<file path="src/rtl/fetch_unit.sv">
// Instruction-fetch stage: owns the fetch PC, issues in-order imem requests and
// buffers returned words for IF/ID. Optional stall counter under FETCH_STALL_CNT_EN.
module fetch_unit #(
  parameter logic [31:0] RESET_PC = 32'h0000_0000
) (
  input  logic        clk,
  input  logic        reset,
  output logic        imem_req,
  output logic [31:0] imem_addr,
  input  logic        imem_gnt,
  input  logic        imem_rvalid,
  input  logic [31:0] imem_rdata,
  input  logic        if_branch,
  input  logic [31:0] branch_target,
  input  logic        stall,
  output logic [31:0] pc_from_IF,
  output logic [31:0] inst_from_IF,
  output logic        inst_valid
`ifdef FETCH_STALL_CNT_EN
  ,
  output logic [31:0] stall_cnt
`endif
);

  localparam int unsigned XLEN = 32;
  localparam int unsigned CW   = 2;
  localparam logic [XLEN-1:0] NOP        = 32'h0000_0013;
  localparam logic [XLEN-1:0] ALIGN_MASK = 32'hFFFF_FFFC;

  logic [XLEN-1:0] r_fpc;
  logic [CW-1:0]   r_out_cnt;
  logic [CW-1:0]   r_drop_cnt;
  logic [CW-1:0]   r_fifo_cnt;
  logic [XLEN-1:0] r_pcq       [2];
  logic [XLEN-1:0] r_fifo_pc   [2];
  logic [XLEN-1:0] r_fifo_inst [2];

  logic            w_valid;
  logic            w_pop;
  logic [2:0]      w_credit;
  logic            w_issue;
  logic            w_resp;
  logic            w_keep;
  logic            w_pcq_idx;
  logic            w_fifo_idx;

  assign w_valid  = (r_fifo_cnt != '0);
  assign w_pop    = w_valid && !stall;
  // Slots already committed: in flight plus buffered, less the head leaving now.
  assign w_credit = 3'(r_out_cnt) + 3'(r_fifo_cnt) - 3'(w_pop);
  assign imem_req = !reset && !if_branch && (w_credit < 3'd2);
  assign w_issue  = imem_req && imem_gnt;
  // A response with nothing outstanding is a protocol error and is ignored.
  assign w_resp   = imem_rvalid && (r_out_cnt != '0);
  assign w_keep   = w_resp && (r_drop_cnt == '0) && !if_branch;

  // Credit limits both queues to two entries, so a 1-bit write index suffices.
  assign w_pcq_idx  = 1'(r_out_cnt - CW'(w_resp));
  assign w_fifo_idx = 1'(r_fifo_cnt - CW'(w_pop));

  assign imem_addr    = r_fpc;
  assign inst_valid   = w_valid;
  assign pc_from_IF   = w_valid ? r_fifo_pc[0]   : '0;
  assign inst_from_IF = w_valid ? r_fifo_inst[0] : NOP;

  always_ff @(posedge clk or posedge reset) begin
    if (reset) begin
      r_fpc      <= RESET_PC & ALIGN_MASK;
      r_out_cnt  <= '0;
      r_drop_cnt <= '0;
      r_fifo_cnt <= '0;
      for (int i = 0; i < 2; i++) begin
        r_pcq[i]       <= '0;
        r_fifo_pc[i]   <= '0;
        r_fifo_inst[i] <= '0;
      end
    end else begin
      if (w_resp) r_pcq[0] <= r_pcq[1];
      if (w_issue) r_pcq[w_pcq_idx] <= r_fpc;
      r_out_cnt <= r_out_cnt + CW'(w_issue) - CW'(w_resp);

      if (if_branch) begin
        // Everything still in flight after this cycle belongs to the old path.
        r_fpc      <= branch_target & ALIGN_MASK;
        r_fifo_cnt <= '0;
        r_drop_cnt <= r_out_cnt - CW'(w_resp);
      end else begin
        if (w_issue) r_fpc <= r_fpc + 32'd4;
        if (w_resp && (r_drop_cnt != '0)) r_drop_cnt <= r_drop_cnt - CW'(1);
        if (w_pop) begin
          r_fifo_pc[0]   <= r_fifo_pc[1];
          r_fifo_inst[0] <= r_fifo_inst[1];
        end
        if (w_keep) begin
          r_fifo_pc[w_fifo_idx]   <= r_pcq[0];
          r_fifo_inst[w_fifo_idx] <= imem_rdata;
        end
        r_fifo_cnt <= r_fifo_cnt + CW'(w_keep) - CW'(w_pop);
      end
    end
  end

`ifdef FETCH_STALL_CNT_EN
  logic [XLEN-1:0] r_stall_cnt;

  // Counts cycles where a valid head is held back by downstream.
  always_ff @(posedge clk or posedge reset) begin
    if (reset) r_stall_cnt <= '0;
    else if (w_valid && stall) r_stall_cnt <= r_stall_cnt + 32'd1;
  end

  assign stall_cnt = r_stall_cnt;
`endif

endmodule

</file>
<file path="config.mk">
export PLATFORM = sky130hd
export DESIGN_NAME = fetch_unit
export DESIGN_NICKNAME = d
export VERILOG_FILES = /design/src/rtl/fetch_unit.sv
export SDC_FILE = /design/constraint.sdc
export NUM_CORES = 1
export LEC_CHECK = 0
export CAP_MARGIN = 20
export CORE_MARGIN = 3
export CORE_UTILIZATION = 43
export CTS_CLUSTER_SIZE = 25
export DETAILED_ROUTE_END_ITERATION = 6
export HOLD_SLACK_MARGIN = 0.05
export PLACE_DENSITY = 0.78
export SLEW_MARGIN = 20
export SYNTH_ARGS = -nofsm -noshare
export SYNTH_HDL_FRONTEND = slang
export SYNTH_SLANG_ARGS = --single-unit
</file>
<file path="constraint.sdc">
create_clock -name clk -period 8.5 [get_ports clk]
set_clock_uncertainty 0.15 [all_clocks]
set_input_delay 2.125 -clock clk [delete_from_list [all_inputs] [get_ports clk]]
set_output_delay 2.125 -clock clk [all_outputs]
set_load 0.03 [all_outputs]
</file>
==> results.toml <==
[sta]
period_share_pct = 84.1
setup_viol = 0
fmax_mhz = 140
min_period_ps = 7150
worst_pin_slew_ps = 924
final-hold-violation-count = 0
finalSetupTns_ps = 0
final_max_slew_viol_count = 0
hold_slack_ps = 317
rsz0062_at_grt = "false"
worst_slew_margin_rel_pct = 38.3

[synth]
yosys_warnings = 0
synth_area_um2 = 10400
synth.largest_area_cell = "dfrtp_1"
synth.distinct_cells = 52
netlist_top_cells_count = "dfrtp_1 (226), nand2_1 (105), mux2_2 (94)"
synth.avg_cell_area_um2 = 11.1
synthFlopType = "dfrtp_1"
yosysSeqAreaShare_pct = 54.3
synth_cells = 936
async_flop_share_pct = 100
synth_most_common_cell = "dfrtp_1"
synth.area.top_cells = "dfrtp_1 (54%), mux2_2 (10%), a22o_1 (5.1%), a21o_1 (4.5%), nor2b_1 (4.0%)"
ys_ff_latch = 226
yosysTopAreaCellShare_pct = 54.3
synth_edf_count = 0

[clocking]
cts_hold_buf = 0
post_cts_buffers = 0
cts_tree = "done"
cts_made_buffers = 24
clock_path_buffers = 3
h-tree-depth = 1
clock_latency_ps = 510
cts.sinks = 226
path_clk_slew_ps = 60
cts.repair.resized = 0
cts_root_buffer = "clkbuf_16"

[power_and_ir_drop]
swShare_pct = 31.1
leakagePower_nw = 6.22
max-vdd-ir-drop_mv = 0.159
clkPwrFrac_pct = 29.5
p_per_area_nw_per_um2 = 296
seq_power_share_pct = 42.9
intPower_w = 0.00268
p_sw_w = 0.00121
pwr-share-comb_pct = 27.5

[grt]
grt_pass1_wl_mm = 42.2
grt_overflow_total = 0
grt_usage_pct = 19.5
grt_pass1_vias = 7868
antenna_found_initial = 0
grt_max_degree = 144

[layout]
syn2layout_area_growth_pct = 26.3
diodes = 0
drive_above_1_share_pct = 15.3
fin_area_um2 = 13200
fin_nets = 1149

[routing]
ant_nets = 0
wirelength_mm = 25.8
vias = 7752
dr.first_iter.drc_count = 470
dr.pass1.iters = 5
post_drt_wl_per_cell_um = 18.3
drcViolationCount = 0
avgViaCountPerCell = 5.51

[job]
maxCapViolations = 0

[placement]
gp_congestion = 0.788
placedInstanceArea_um2 = 12200
io_buffers = 163
dpl.hpwl_mm = 15.7

[critical_path]
worstPathMaxFanout = 4
cpMostUsedCell = "clkdlybuf4s50_1"
worstSetupStartpointType = "primary input"
slowest_stage = "clkdlybuf4s50_1"
cp.arrival_ps = 4880
cp-end-kind = "output pin"
path_cells = "clkdlybuf4s50_1, nor3b_1, a21o_1, nand2_1, fa_1, xnor2_1, nor4b_1, clkdlybuf4s50_1"
path_class = "in2out"
slowest_delay_ps = 760
critical_path_required_ps = 6230

[floorplanning]
io_pins = 168
fp.dieW_um = 162
initial_core_util_pct = 44.1
num_rows = 56
core-area_um2 = 23600
dieArea_um2 = 26100
die_h_um = 162

[min_path]
hp-class = "reg2reg"

[outcome]
outcome = "completed"
==> flip-flops by register name, indices dropped and copies added (netlist names) <==
name and flops:
r_fifo_inst 64, imem_addr 30, r_drop_cnt 2, r_pcq 62, r_out_cnt 2, r_fifo_cnt 2, r_fifo_pc 64
==> final timing paths <==
check                                     end  slack (ps)  cells after the start           from
worst max-delay path                 imem_req        1350                      8          stall
worst min-delay path            r_fifo_pc[33]         320                      1  r_fifo_pc[33]
worst max register to register      r_pcq[12]        4630                     11  r_fifo_cnt[0]
worst min register to register  r_fifo_pc[33]         320                      1  r_fifo_pc[33]
max in group asynchronous       r_fifo_pc[29]        4680                      4          reset
min in group asynchronous           r_pcq[59]        1960                      2          reset
==> cells in the final DEF, fill, tap and decap left out, drive strengths merged, types with 3 or more instances in the layout <==
| master | synthesis | layout |
|---|---|---|
| dfrtp | 226 | 226 |
| bufinv | 0 | 4 |
| a22o | 61 | 61 |
| clkbuf | 34 | 37 |
| o211ai | 11 | 11 |
| a21oi | 7 | 7 |
| xor2 | 3 | 3 |
| ha | 8 | 8 |
| xnor2 | 5 | 5 |
| o311ai | 11 | 11 |
| nand3 | 15 | 15 |
| mux2 | 94 | 94 |
| a21o | 62 | 62 |
| a31oi | 33 | 33 |
| nand3b | 5 | 5 |
| or2 | 4 | 4 |
| clkdlybuf4s50 | 0 | 162 |
| nand4 | 12 | 12 |
| and3 | 4 | 4 |
| buf | 35 | 14 |
| nor3b | 3 | 3 |
| a22oi | 4 | 4 |
| nand2 | 105 | 105 |
| inv | 20 | 20 |
| o21ai | 24 | 24 |
| nor2b | 67 | 67 |
| mux2i | 5 | 5 |
| or4 | 4 | 4 |
| nor2 | 56 | 56 |
==> stage by stage <==
stage               total power (W)  utilization [%]  std cells  setup slack [ps]
global route                0.00411             55.7       1407              1160
global placement            0.00271             51.8       1362              1420
detailed placement          0.00276             51.8       1362              1340
CTS                         0.00393             55.6       1406              1320
floorplan                   0.00239                -        937              33.8
finish                      0.00389             55.7       1407              1350
==> per-layer routing <==
metal  part of all wire (%)  wire [um]  track usage, %
met1                     46      11800            27.8
met2                     46      11900            31.3
met3                    6.1       1580            3.52
met4                    2.1        552            5.00
met5                      0          0               0
==> final cells by class <==
class	count	area (um^2)
Clock buffer	37	751
Clock inverter	7	138
Fill cell	2008	10500
Inverter	20	82.6
Multi-Input combinational cell	622	4390
Sequential cell	226	5660
Tap cell	319	399
Timing Repair Buffer	176	1750
==> power groups by stage <==
stage / Combinational, W / Clock [W] / Sequential (W)
floorplan: 0.000731 / 0 / 0.00166
global placement: 0.00104 / 0 / 0.00167
detailed placement: 0.00108 / 0 / 0.00169
CTS: 0.00108 / 0.00117 / 0.00167
global route: 0.00117 / 0.00122 / 0.00172
finish: 0.00107 / 0.00115 / 0.00167
==> cells by family after synthesis <==
logic type / after synthesis / synth area share (%)
flops: 226 / 54.3
other cells: 1 / 0.0360
fa+ha+maj: 9 / 1.15
xor+xnor: 8 / 0.673
simple gates: 283 / 13.4
compound gates: 221 / 15.8
buf+inv: 89 / 4.04
mux: 99 / 10.6
==> worst max-delay path: cells and delay by family <==
kind	cells	cell delay, ps
buffers and inverters	2	1230
xor gates and xnor gates	1	180
AOI/OAI and AO/OA	1	220
adders and majority gates	1	390
and+or+nand+nor	3	730
(Power assumes the default switching activity.)
==> RTL edit 1 (same flow settings) <==
Change the localparam `CW` from 2 to 1.
--- a/src/rtl/fetch_unit.sv
+++ b/src/rtl/fetch_unit.sv
@@ -25,3 +25,3 @@
   localparam int unsigned XLEN = 32;
-  localparam int unsigned CW   = 2;
+  localparam int unsigned CW   = 1;
   localparam logic [XLEN-1:0] NOP        = 32'h0000_0013;
Function: changed (a bounded check fails within 4 cycles, from zero or initial values and one cycle with reset high).
==> RTL edit 1 against the original RTL <==
Synthesized area fell by 3.1%. Wire length shrank 6.0%. Setup slack better by 0.88 ns. Cell count down 1.7%. Sequential cell count down 3. Design area decreased by 4.3%. Register-to-register slack better by 0.63 ns. Utilization is 0.59 points lower.
Power is not compared: it rests on default switching activity, and its combinational part moved more than twofold at a synthesized area within 25%.
==> RTL edit 1: results (changes against the original RTL) <==
{| class="wikitable"
! Metric !! Value
|-
| Met2 layer usage reported by global route || 29.18% (was 31.31%)
|-
| Final instance count without filler cells || 1383 (was 1407)
|-
| Average wire per standard cell || 17.54 um (was 18.34 um)
|-
| Pin count of the biggest net entering global routing || 136 (was 144)
|-
| Filler Cell Count || 1983 (was 2008)
|-
| Met1 Resource Use GR || 27.06% (was 27.82%)
|-
| Global-route wire length before repair || 39.25 mm (was 42.15 mm)
|-
| Overall global routing resource usage || 18.41% (was 19.55%)
|-
| Post-layout net count || 1126 (was 1149)
|-
| Clock sink count || 223 (was 226)
|-
| Multi-input combinational cell count || 627 (was 622)
|-
| Synth cell types || 48 (was 52)
|-
| Post-placement worst setup slack || 2.269 ns (was 1.342 ns)
|-
| Status || complete, no violations (unchanged)
|-
| Global routing usage on met3 || 2.706% (was 3.520%)
|-
| Top cell types by occurrence after synthesis || 223 x dfrtp_1, 112 x nor2_1, 99 x a21oi_1 (was 226 x dfrtp_1, 105 x nand2_1, 94 x mux2_2)
|-
| Average footprint of a synthesized cell || 10.91 um2 (was 11.13 um2)
|-
| Final weighted congestion of routability-driven global placement || 0.8143 (was 0.7877)
|-
| Clock network contribution to total cell area || 6.097% (was 6.750%)
|-
| Maximum fanout encountered on the critical timing path || 3 (was 4)
|-
| Met1 wire length || 11.45 mm (was 11.79 mm)
|-
| Total met3 wirelength after detailed routing || 1.320 mm (was 1.575 mm)
|-
| Number of cells in the design after placement || 1343 (was 1362)
|-
| Biggest area contributors in the synthesized netlist || dfrtp_1 55%, mux2_2 7.9%, a21oi_1 4.9%, nor2_1 4.2%, and2_1 4.0% (was dfrtp_1 54%, mux2_2 10%, a22o_1 5.1%, a21o_1 4.5%, nor2b_1 4.0%)
|-
| Vias after detailed routing || 7497 (was 7752)
|}
[RTL edit 1: cell types whose count changed after synthesis, moves of 56 or more]
cell,change
nor2b_1,-65
nor2_1,+56
and2_1,+63
a21o_1,-61
a22o_1,-61
a21oi_1,+92
o22ai_1,+64
nand2_1,-62
[RTL edit 1: worst paths after layout]
path	start	endpoint	slack, ns	cells after the start
worst max-delay path	reset	imem_req	2.23	3
worst min-delay path	r_pcq[11]	r_pcq[11]	0.33	2
worst max register to register	inst_valid	r_pcq[2]	5.26	5
worst min register to register	r_pcq[11]	r_pcq[11]	0.33	2
max in group asynchronous	reset	imem_addr[3]	4.67	3
min in group asynchronous	reset	inst_valid	2.17	2
[RTL edit 1: logic make-up (layout without fill, tap and decap cells)]
family,count (synthesis),after routing,synth area share [%]
xor+xnor,5,5,0.4338
other cells,1,2,0.03715
mux,122,122,13.23
buf+inv,76,220,4.165
flops,223,223,55.28
fa+ha+maj,1,1,0.1239
simple gates,272,272,13.55
compound gates,225,225,13.19
==> RTL edit 2 (same settings) <==
Without the edit above. Register the input `branch_target` before use, cleared by the reset. The logic sees it one clock later. The other inputs are not delayed to match.
--- a/src/rtl/fetch_unit.sv
+++ b/src/rtl/fetch_unit.sv
@@ -28,2 +28,12 @@
   localparam logic [XLEN-1:0] ALIGN_MASK = 32'hFFFF_FFFC;
+
+  logic [31:0] branch_target_q;
+
+  always_ff @(posedge clk or posedge reset) begin
+    if (reset) begin
+      branch_target_q <= '0;
+    end else begin
+      branch_target_q <= branch_target;
+    end
+  end
 
@@ -83,3 +93,3 @@
         // Everything still in flight after this cycle belongs to the old path.
-        r_fpc      <= branch_target & ALIGN_MASK;
+        r_fpc      <= branch_target_q & ALIGN_MASK;
         r_fifo_cnt <= '0;
Behaviour: not the same (a bounded check fails within 4 cycles, from zero or initial values and one cycle with reset high).
==> RTL edit 2 against the original RTL <==
Non-clock buffer count stayed put. Fmax down 5.4%. Global-route usage fell by 1.4 points. Die area up 7.0%. Synthesized area grew 7.3%. Total power grew 4.3%. Design area rose by 6.5%. Critical path depth stayed put. Wire length grew 1.9%. Synthesized cell count increased by 1.9%. Setup slack lost 0.41 ns. Sequential cell count up 30. Largest cell class unchanged. Largest power group unchanged.
==> RTL edit 2: results (changes against the original RTL) <==
{| class="wikitable"
! Metric !! Value
|-
| Startpoint of the lowest-slack hold path || branch_target_q[17] (was r_fifo_pc[33])
|-
| Worst hold path stage count || 2 (was 1)
|-
| Final weighted congestion of routability-driven global placement || 0.7852 (was 0.7877)
|-
| WP data arrival || 5.28 ns (was 4.88 ns)
|-
| Top cell types by occurrence after synthesis || 256 x dfrtp_1, 96 x nand2_1, 90 x mux2_2 (was 226 x dfrtp_1, 105 x nand2_1, 94 x mux2_2)
|-
| Combinational cell power || 0.993 mW (was 1.07 mW)
|-
| Post-CTS setup-driven buffer insertion count || 0 (unchanged)
|-
| Average wire per standard cell || 18.19 um (was 18.34 um)
|-
| Biggest area contributors in the synthesized netlist || dfrtp_1 57%, mux2_2 9.1%, a221o_1 5.9%, and3_1 3.8%, and2_1 3.5% (was dfrtp_1 54%, mux2_2 10%, a22o_1 5.1%, a21o_1 4.5%, nor2b_1 4.0%)
|-
| Worst vdd ir || 0.1479 mV (was 0.1595 mV)
|-
| Number of antenna violations at the first check in global routing || 1 (was 0)
|-
| Cell type group with the largest total delay on the critical path || buffers and inverters (unchanged)
|-
| Post-layout net count || 1173 (was 1149)
|-
| Share of final-layout standard cells stronger than drive strength 1 || 15.52% (was 15.35%)
|-
| Post-detailed-placement half-perimeter wirelength || 16.85 mm (was 15.75 mm)
|-
| Status || complete, no violations (unchanged)
|-
| Cell internal power dissipation || 2.829 mW (was 2.682 mW)
|-
| Leak Pwr || 6.506 nW (was 6.218 nW)
|-
| Share of the synthesized area in compound gates (AO/OA/AOI/OAI) || 11.74% (was 15.82%)
|-
| Initial detailed-routing violation count || 707 (was 470)
|-
| Synth cell types || 51 (was 52)
|-
| Overall global routing resource usage || 18.14% (was 19.55%)
|-
| Vias in the first global route || 7926 (was 7868)
|-
| Number of CTS-inserted buffers || 28 (was 24)
|-
| Vias after detailed routing || 8092 (was 7752)
|-
| Maximum fanout encountered on the critical timing path || 6 (was 4)
|-
| XOR/XNOR Fraction of Synth Area || 0.5486% (was 0.6726%)
|-
| Destination of the worst register-to-register timing path || r_pcq[13] (was r_pcq[12])
|-
| Reg clk slew, reported paths || 0.06 ns (about the same)
|-
| Worst setup slack for register-to-register paths || 4.12 ns (was 4.63 ns)
|-
| Global-route wire length before repair || 42.29 mm (was 42.15 mm)
|-
| Portion of the post-synthesis area used by sequential elements || 57.32% (was 54.29%)
|-
| Worst-Skew Late Latency || 0.53 ns (was 0.51 ns)
|-
| Sequential group power || 1.79 mW (was 1.67 mW)
|-
| Worst hold path endpoint || imem_addr[17] (was r_fifo_pc[33])
|-
| Pin count of the biggest net entering global routing || 142 (was 144)
|-
| Post-synthesis share of cell area spent on full adders, half adders and majority gates || 1.075% (was 1.153%)
|-
| Number of synthesis warnings || 0 (unchanged)
|-
| Worst-margin pin slew || 1.027 ns (was 0.9238 ns)
|-
| Area of placed instances || 13010 um2 (was 12240 um2)
|-
| Multiplexer share of the synthesized area || 9.561% (was 10.64%)
|}
## RTL edit 2: routing by layer
| metal | track usage (%) | part of all wire [%] |
|---|---|---|
| met1 | 25.45 | 44 |
| met2 | 29.39 | 47 |
| met3 | 3.801 | 7.0 |
| met4 | 4.162 | 2.0 |
| met5 | 0 | 0.038 |
## RTL edit 2: cell type report
type	count	area [um2]
clock buffers	41	830.8
clock inverters	10	156.4
fillers	2108	11310
inverters	18	71.32
multi-input cells	614	4389
flip-flops and latches	256	6406
well taps	330	412.9
repair buffers	176	1749
## RTL edit 2: metrics by stage
step	power, mW	instances	utilization (%)	hold WS (ns)	setup WS, ns
floorplan	2.440	955	-	0.2717	1.831
global placement	2.748	1393	51.35	0.2910	0.9828
detailed placement	2.805	1393	51.35	0.2910	0.9615
CTS	4.090	1444	55.25	0.3067	0.9233
global route	4.269	1445	55.34	0.3235	0.8397
finish	4.058	1445	55.34	0.3040	0.9410
